`src/rtl/fb_scroll_arbiter.sv`:
```
// fb_scroll_arbiter: shares one single-port frame RAM between the display
// pixel reader (always wins) and the waterfall line writer (free cycles).
// Display rows are remapped through a scroll offset latched at frame start.
// Optional writer stall counter: define FB_STALL_CNT_EN.
module fb_scroll_arbiter #(
  parameter int H_VISIBLE = 320,
  parameter int V_VISIBLE = 240,
  parameter int ADDR_W    = 17,
  parameter int DATA_W    = 24
) (
  input  logic              clk,
  input  logic              resetn,
  input  logic              frame_start,
  input  logic              disp_req,
  input  logic [8:0]        disp_x,
  input  logic [7:0]        disp_y,
  output logic              disp_rvalid,
  output logic [DATA_W-1:0] disp_rdata,
  input  logic              wr_req,
  input  logic [8:0]        wr_col,
  input  logic [DATA_W-1:0] wr_data,
  output logic              wr_ack,
  input  logic              line_done,
  output logic [7:0]        wr_row,
  output logic [ADDR_W-1:0] mem_addr,
  output logic              mem_we,
  output logic [DATA_W-1:0] mem_wdata,
  input  logic [DATA_W-1:0] mem_rdata,
  output logic [15:0]       stall_cnt
);

  // address register + RAM read
  localparam int STAGES = 2;

  localparam logic [9:0] H_LIM    = 10'(H_VISIBLE);
  localparam logic [8:0] V_LIM    = 9'(V_VISIBLE);
  localparam logic [7:0] ROW_LAST = 8'(V_VISIBLE - 1);

  logic [7:0]        pend_scroll, scroll;
  logic [8:0]        row_sum;
  logic [7:0]        phys_row;
  logic              disp_ok, wr_ok;
  logic [ADDR_W-1:0] disp_addr, wr_addr;
  logic [STAGES-1:0] vld_pipe, ok_pipe;
  logic [DATA_W-1:0] rdata_hold;

  // row*H_VISIBLE + col; constant multiply folds to shift-add
  function automatic logic [ADDR_W-1:0] pix_addr(input logic [7:0] row,
                                                 input logic [8:0] col);
    pix_addr = ADDR_W'(32'(row) * 32'(H_VISIBLE) + 32'(col));
  endfunction

  // scroll mapping by compare-subtract: both operands < V_VISIBLE, so one
  // subtraction is always enough
  always_comb begin
    row_sum  = {1'b0, disp_y} + {1'b0, scroll};
    phys_row = row_sum[7:0];
    if (row_sum >= V_LIM) phys_row = 8'(row_sum - V_LIM);
  end

  assign disp_ok   = ({1'b0, disp_x} < H_LIM) && ({1'b0, disp_y} < V_LIM);
  assign wr_ok     = ({1'b0, wr_col} < H_LIM);
  assign disp_addr = pix_addr(phys_row, disp_x);
  assign wr_addr   = pix_addr(pend_scroll, wr_col);

  // writer is granted whenever the display is idle; an out-of-range column
  // still gets its ack so the writer never hangs. Held low in reset.
  assign wr_ack = resetn & wr_req & ~disp_req;
  assign wr_row = pend_scroll;

  // scroll bookkeeping: writer row advances per line, display picks it up
  // only at frame start (pre-increment value when both coincide)
  always_ff @(posedge clk or negedge resetn) begin
    if (!resetn) begin
      pend_scroll <= '0;
      scroll      <= '0;
    end else begin
      if (frame_start) scroll <= pend_scroll;
      if (line_done)   pend_scroll <= (pend_scroll == ROW_LAST) ? 8'd0 : pend_scroll + 8'd1;
    end
  end

  // registered RAM port; address holds when nothing in range is granted
  always_ff @(posedge clk or negedge resetn) begin
    if (!resetn) begin
      mem_addr  <= '0;
      mem_we    <= 1'b0;
      mem_wdata <= '0;
    end else if (disp_req) begin
      mem_we <= 1'b0;
      if (disp_ok) mem_addr <= disp_addr;
    end else if (wr_req) begin
      mem_we <= wr_ok;
      if (wr_ok) begin
        mem_addr  <= wr_addr;
        mem_wdata <= wr_data;
      end
    end else begin
      mem_we <= 1'b0;
    end
  end

  // read valid pipeline; the in-range flag rides along to zero bad reads
  always_ff @(posedge clk or negedge resetn) begin
    if (!resetn) begin
      vld_pipe <= '0;
      ok_pipe  <= '0;
    end else begin
      vld_pipe <= {vld_pipe[STAGES-2:0], disp_req};
      ok_pipe  <= {ok_pipe[STAGES-2:0], disp_req & disp_ok};
    end
  end

  assign disp_rvalid = vld_pipe[STAGES-1];

  // RAM data is passed through during the valid pulse, held afterwards
  always_comb begin
    disp_rdata = rdata_hold;
    if (disp_rvalid) disp_rdata = ok_pipe[STAGES-1] ? mem_rdata : '0;
  end

  // capture the presented pixel so it stays stable between pulses
  always_ff @(posedge clk or negedge resetn) begin
    if (!resetn) rdata_hold <= '0;
    else         rdata_hold <= disp_rdata;
  end

`ifdef FB_STALL_CNT_EN
  logic [15:0] stall_q;

  // count writer stalls per frame, saturating; frame start clear wins
  always_ff @(posedge clk or negedge resetn) begin
    if (!resetn)                                        stall_q <= '0;
    else if (frame_start)                               stall_q <= '0;
    else if (wr_req && !wr_ack && stall_q != 16'hFFFF)  stall_q <= stall_q + 16'd1;
  end

  assign stall_cnt = stall_q;
`else
  assign stall_cnt = '0;
`endif

endmodule
```
`config.mk`:
```
export PLATFORM = sky130hd
export DESIGN_NAME = fb_scroll_arbiter
export DESIGN_NICKNAME = d
export VERILOG_FILES = /design/src/rtl/fb_scroll_arbiter.sv
export SDC_FILE = /design/constraint.sdc
export NUM_CORES = 1
export LEC_CHECK = 0
export CORE_UTILIZATION = 25
export DETAILED_ROUTE_END_ITERATION = 8
export GPL_TIMING_DRIVEN = 0
export PLACE_DENSITY = 0.5
export RECOVER_POWER = 25
export SLEW_MARGIN = 10
export SYNTH_ARGS = -nofsm -noshare
export SYNTH_HDL_FRONTEND = slang
export SYNTH_SLANG_ARGS = --single-unit
```
`constraint.sdc`:
```
create_clock -name clk -period 4.6 [get_ports clk]
set_clock_uncertainty 0.15 [all_clocks]
set_input_delay 0.92 -clock clk [delete_from_list [all_inputs] [get_ports clk]]
set_output_delay 0.92 -clock clk [all_outputs]
set_load 0.005 [all_outputs]
```
## After elaboration in Yosys (flattened, before gate mapping)

Cells that the tools add are included.

| operators by class | value |
|---|---|
| $lt $le $gt $ge | 4 |
| reductions and logical operators | 5 |
| multiply operators | 2 |
| add/sub/neg operators | 5 |
| bitwise operators | 4 |
| equal/unequal tests | 2 |
| muxes and demuxes | 10 |

Operators by type and width:

| cell | number |
|---|---|
| 2-to-1 mux 17 bit | 4 |
| 2-to-1 mux 24 bit | 2 |
| adder 17 x 9 -> 17 bit | 2 |
| multiplier 8 x 3 -> 11 bit (second input constant) | 2 |
| less-than comparator 9 bit (second input constant) | 2 |
| 2-to-1 mux 8 bit | 2 |
| adder 8 x 8 -> 9 bit | 1 |
| >= comparator 9 x 8 -> 1 bit (second input constant) | 1 |
| adder 8 x 1 -> 8 bit (second input constant) | 1 |
| equality test 8 bit (second input constant) | 1 |
| less-than comparator 8 bit (second input constant) | 1 |
| subtractor 8 bit (second input constant) | 1 |
| AND reduction 3 bit | 2 |
| nonzero test 2 bit | 2 |
| AND 1 bit | 3 |
| 2-to-1 mux 1 bit | 2 |
| != test 2 x 1 -> 1 bit (second input constant) | 1 |
| logical AND 1 bit | 1 |
| NOT 1 bit | 1 |

| storage, ports and cells | value |
|---|---|
| logic and storage cells | 40 |
| output and inout port bits | 92 |
| input port bits | 80 |
| bits in registers | 86 |

## Depth between registers and ports, before layout

| depth | value |
|---|---|
| depth in word-level cells | 7 |
| depth in mapped cells | 20 |
| gate-level depth less buffers | 20 |

## Worst setup path after synthesis

OpenSTA, ideal clock, no wires.

| timing | value |
|---|---|
| kind | input -> register |
| start point | in disp_y[0] |
| end point | reg mem_addr[15] |
| library setup time | 0.126 ns |
| required time | 4.324 ns |
| buffers on the path | 0 |
| path slack | -0.813 ns |
| cell stages on the path | 19 |
| arrival time | 5.137 ns |
| cells stage by stage | ha_1 -> fa_1 -> nand3_1 -> nand2_1 -> xor2_1 -> ha_1 -> nor4b_1 -> nand4_1 -> a21oi_1 -> nor2_1 -> xnor2_1 -> ha_1 -> fa_1 -> o2111ai_1 -> nor4bb_1 -> nand3_1 -> xor2_1 -> xnor2_1 -> a221o_1 |

| between the ends | value |
|---|---|
| word-level cells in the longest chain between the ends | 7 |
| elaborated cells on any way between the ends | 12 |
| classes of those cells | 3 x add/sub; 1 x mul; 2 x order compare; 1 x eq/ne; 3 x mux; 2 x reduce/logical |

Ends and longest elaborated chain:

| element | line | source |
|---|---|---|
| from (decl) | 16 | `input logic [7:0] disp_y,` |
| adder 8 x 8 -> 9 bit | 56 | `row_sum = {1'b0, disp_y} + {1'b0, scroll};` |
| subtractor 8 bit or >= comparator 9 x 8 -> 1 bit (tied branches) | 58 | `if (row_sum >= V_LIM) phys_row = 8'(row_sum - V_LIM);` |
| 2-to-1 mux 8 bit | 58 |  |
| multiplier 8 x 3 -> 11 bit | 50 | `pix_addr = ADDR_W'(32'(row) * 32'(H_VISIBLE) + 32'(col));` |
| adder 17 x 9 -> 17 bit | 50 |  |
| 2-to-1 mux 17 bit | 91 | `if (disp_ok) mem_addr <= disp_addr;` |
| 2-to-1 mux 17 bit | 89 | `end else if (disp_req) begin` |
| to (signal assigned) | 91 |  |
| to (signal assigned) | 95 | `mem_addr <= wr_addr;` |
| to (decl) | 25 | `output logic [ADDR_W-1:0] mem_addr,` |

Parallel ways exist; a longest one is shown, timed or not. The select of a mux whose other input is x is not followed.
A chain may end at the register's enable or synchronous reset.

## Worst setup path after layout

Ends and elaborated chain as after synthesis.

==> reports/results.ini <==
[logic_synthesis]
ys_top_cells_by_count=86 x dfrtp_1, 63 x nand2_1, 59 x o21ai_0
synth.most_common_cell=dfrtp_1
ys_top_cells_by_area=dfrtp_1 41%, ha_1 9.3%, mux2_2 7.1%
synth-seq-area-share_pct=41.10
ys_types=60
yosys.area.top_type=dfrtp_1
synth_edf_count=0
synth-main-ff-cell=dfrtp_1
synth-seq-cells=86
async_reset_ff_share_pct=100.0
synthSimpleGateAreaFrac_pct=12.54
synth_top_family_by_area=compound AO/OA/AOI/OAI gates
syn_area_um2=5236
yosysWarningCount=0
synth-adder-area-share_pct=11.23
syn_inst=531
avgSynthCellArea_um2=9.861
synth_xor_area_share_pct=5.161
synth_compound_area_share_pct=14.31
synthDominantCellAreaShare_pct=41.10
synthMuxAreaShare_pct=9.247

[worst_setup_path]
reg2reg_from=scroll[0]
required_ns=4.68
critical_path_class=input pin to flip-flop
path_cells=buf_6, ha_4, fa_2, nand3_4, nand2_4, xor2_4, ha_2, nor4b_4, nand4_1, buf_4, buf_4, buf_4, buf_4, nor4b_1, a21oi_1, o22ai_1, ha_1, or3b_1, o211a_1, o311ai_4, nand3_1, xor2_1, xnor2_1, a221o_1
rr_worst_depth=23
critPathMostFrequentCell=buf_4
path_buf_inv=5
end_kind=flip-flop
reg2reg_to=mem_addr[15]
arrival_ns=5.07
path_max_fanout=3
startpoint_type=input pin
critPathTopFamily=simple AND/OR/NAND/NOR gates
r2r_slack_ns=-0.19
cpMaxStageDelayCell=fa_2
crit_path_max_incr_delay_ns=0.37

[sta]
rsz0062_at_grt=yes
hold_viol_final=0
fmax_mhz=200.2
layout_setup_ws_ns=-0.3940
worst_slew_pin_slew_ns=1.660
fin_crit_ns=4.994
fin_crit_sh_pct=108.6
timing.setup.tns_ns=-0.8578
fin_hold_ws_ns=0.2003
finalSetupViolations=4
slew_viol_final=28
relSlewSlack_pct=-10.67

[power]
peakVddDrop_uv=750.8
p_int_w=0.004264
netSwitchingPower_w=0.003488
netSwitchingFraction_pct=44.99
pwr-share-clk_pct=9.2
power_per_cell_area_nw_per_um2=965.6
p_leak_nw=3.351
combPwrFrac_pct=76.6
p_seq_share_pct=14.2

[finish]
drive_gt1_share_pct=20.97
syn_to_final_growth_pct=53.31
fin_nets=858
fin_cells=1009
fillerInstances=2003
fin_area_um2=8028
diodes=0

[cts]
numCtsBuffers=9
clk_pin_slew_ns=0.07
htreeDepth=3
clkSinkCount=86
clock_tree.root_cell=clkbuf_16
cts_tree=yes
clk_latency_ns=0.35
ctsLongestPathBuffers=2

[die]
die-width_um=146.7
fp.dieArea_um2=21530
start_util_pct=25.71
num_io_pins=172
rows=52
die_h_um=146.7
core_um2=20360

[routing]
drt_iter0_drc=150
wire_per_inst_um=14.61
dr.pass1.iters=4
viasPerCell=4.492
drcViolationCount=0
via_count=4532
routed_wl_um=14750
antenna_left=0

[worst_hold_path]
hold_class=flip-flop to flip-flop
hold_start=vld_pipe[0]
min_to=vld_pipe[1]
min_delay_path_depth=0

[status]
failed_checks=max-capacitance violations, max-slew violations, negative setup slack
outcome=complete, but fails checks

[global_routing]
antenna_found_initial=0
grt_use_met1_pct=17.09
grt_usage_pct=14.00
grt-busiest-layer=met2
met3_usage_pct=2.422
grt_first_pass_wirelength_um=24030
grt_pass1_vias=4660
overflow=0
met2_usage_pct=24.41
grt_max_degree=61

[place]
place_congestion=0.8209
portBuffers=154
placed_cell_area_um2=7316
place_inst=971
pre_cts_ws_ns=-1.619
detailed_place_hpwl_um=11260

[run]
cap_violations=1

-- metrics by stage --
step | utilization (%) | total power, W
after global placement | 35.80 | 0.005407
after CTS | 38.64 | 0.006761
after global routing | 39.42 | 0.008370
final | 39.42 | 0.007751
after detailed placement | 35.92 | 0.005475
after floorplan | - | 0.004292
-- layout make-up --
cell class	instances	area (um^2)	share of cell area, %
buffer	31	192.7	2.400
clock buffer	9	225.2	2.805
clock inverter	7	63.81	0.7949
inverter	37	138.9	1.730
multi-input combinational	392	3209	39.98
sequential	86	2152	26.81
tap	270	337.8	4.208
timing repair buffer	177	1708	21.27
-- routing by layer --
metal	routed length [um]	vias up	share of wire, %
met2	7237	135	49
met4	369	0	2.5
met1	6454	2145	44
met3	683	26	4.6
met5	0	-	0
li1	-	2226	-
-- worst max path at each step --
stage	start	end	slack, ns	cells after the start
finish	disp_y[0]	mem_addr[15]	-0.39	24
floorplan	disp_y[0]	mem_addr[15]	-0.54	19
CTS	disp_y[0]	mem_addr[15]	-0.33	20
detailed placement	disp_y[1]	mem_addr[15]	-1.62	19
global placement	resetn	wr_ack	-1.78	3
global route	disp_y[0]	mem_addr[15]	-0.60	24
-- flip-flops by register name (all words and copies together) (netlist names) --
signal	count
vld_pipe	2
mem_we	1
mem_wdata	24
scroll	8
wr_row	8
ok_pipe	2
rdata_hold	24
mem_addr	17
-- cells in the final DEF (no fill, tap or decap), drive strengths merged, types with 2 or more instances in the layout --
| cell | count |
|---|---|
| conb | 16 |
| o21ai | 63 |
| o22ai | 3 |
| nor2 | 23 |
| nor2b | 3 |
| a211oi | 5 |
| clkinvlp | 2 |
| ha | 39 |
| buf | 49 |
| o21bai | 2 |
| mux2 | 33 |
| mux2i | 10 |
| nor3 | 10 |
| a211o | 2 |
| and2 | 4 |
| o31ai | 3 |
| clkdlybuf4s50 | 146 |
| xnor2 | 16 |
| xor2 | 14 |
| nor4b | 2 |
| o211ai | 5 |
| dfrtp | 86 |
| nor3b | 4 |
| nand2 | 63 |
| fa | 5 |
| or3 | 3 |
| o311ai | 2 |
| nand4 | 4 |
| o21a | 5 |
| o2111ai | 2 |
| inv | 41 |
| nand3 | 10 |
| a21o | 4 |
| clkbuf | 20 |
| a21oi | 17 |
| and3 | 5 |
-- power groups by stage --
stage	clock network, W	registers, W	logic, W
2_1_floorplan	0	0.00107	0.00322
3_3_place_gp	0	0.00110	0.00430
3_5_place_dp	0	0.00111	0.00437
4_1_cts	0.000736	0.00110	0.00492
5_1_grt	0.000771	0.00113	0.00647
6_report	0.000715	0.00110	0.00594
-- repair_timing --
item                       4_1_cts  5_1_grt
pin swaps                       28       11
resized for setup               49       23
setup buffers                   16        6
hold buffers                     0        0
setup endpoints to repair        7        6
gates cloned                     0        0
-- cell families (layout without fill, tap and decap cells) --
family / count (synthesis) / in the layout
DFF: 86 / 86
muxes: 43 / 43
buffers and inverters: 68 / 261
adders and majority gates: 44 / 44
and+or+nand+nor: 138 / 138
AOI/OAI and AO/OA: 121 / 121
xor gates and xnor gates: 30 / 30
other: 1 / 16
(Power assumes the default switching activity.)
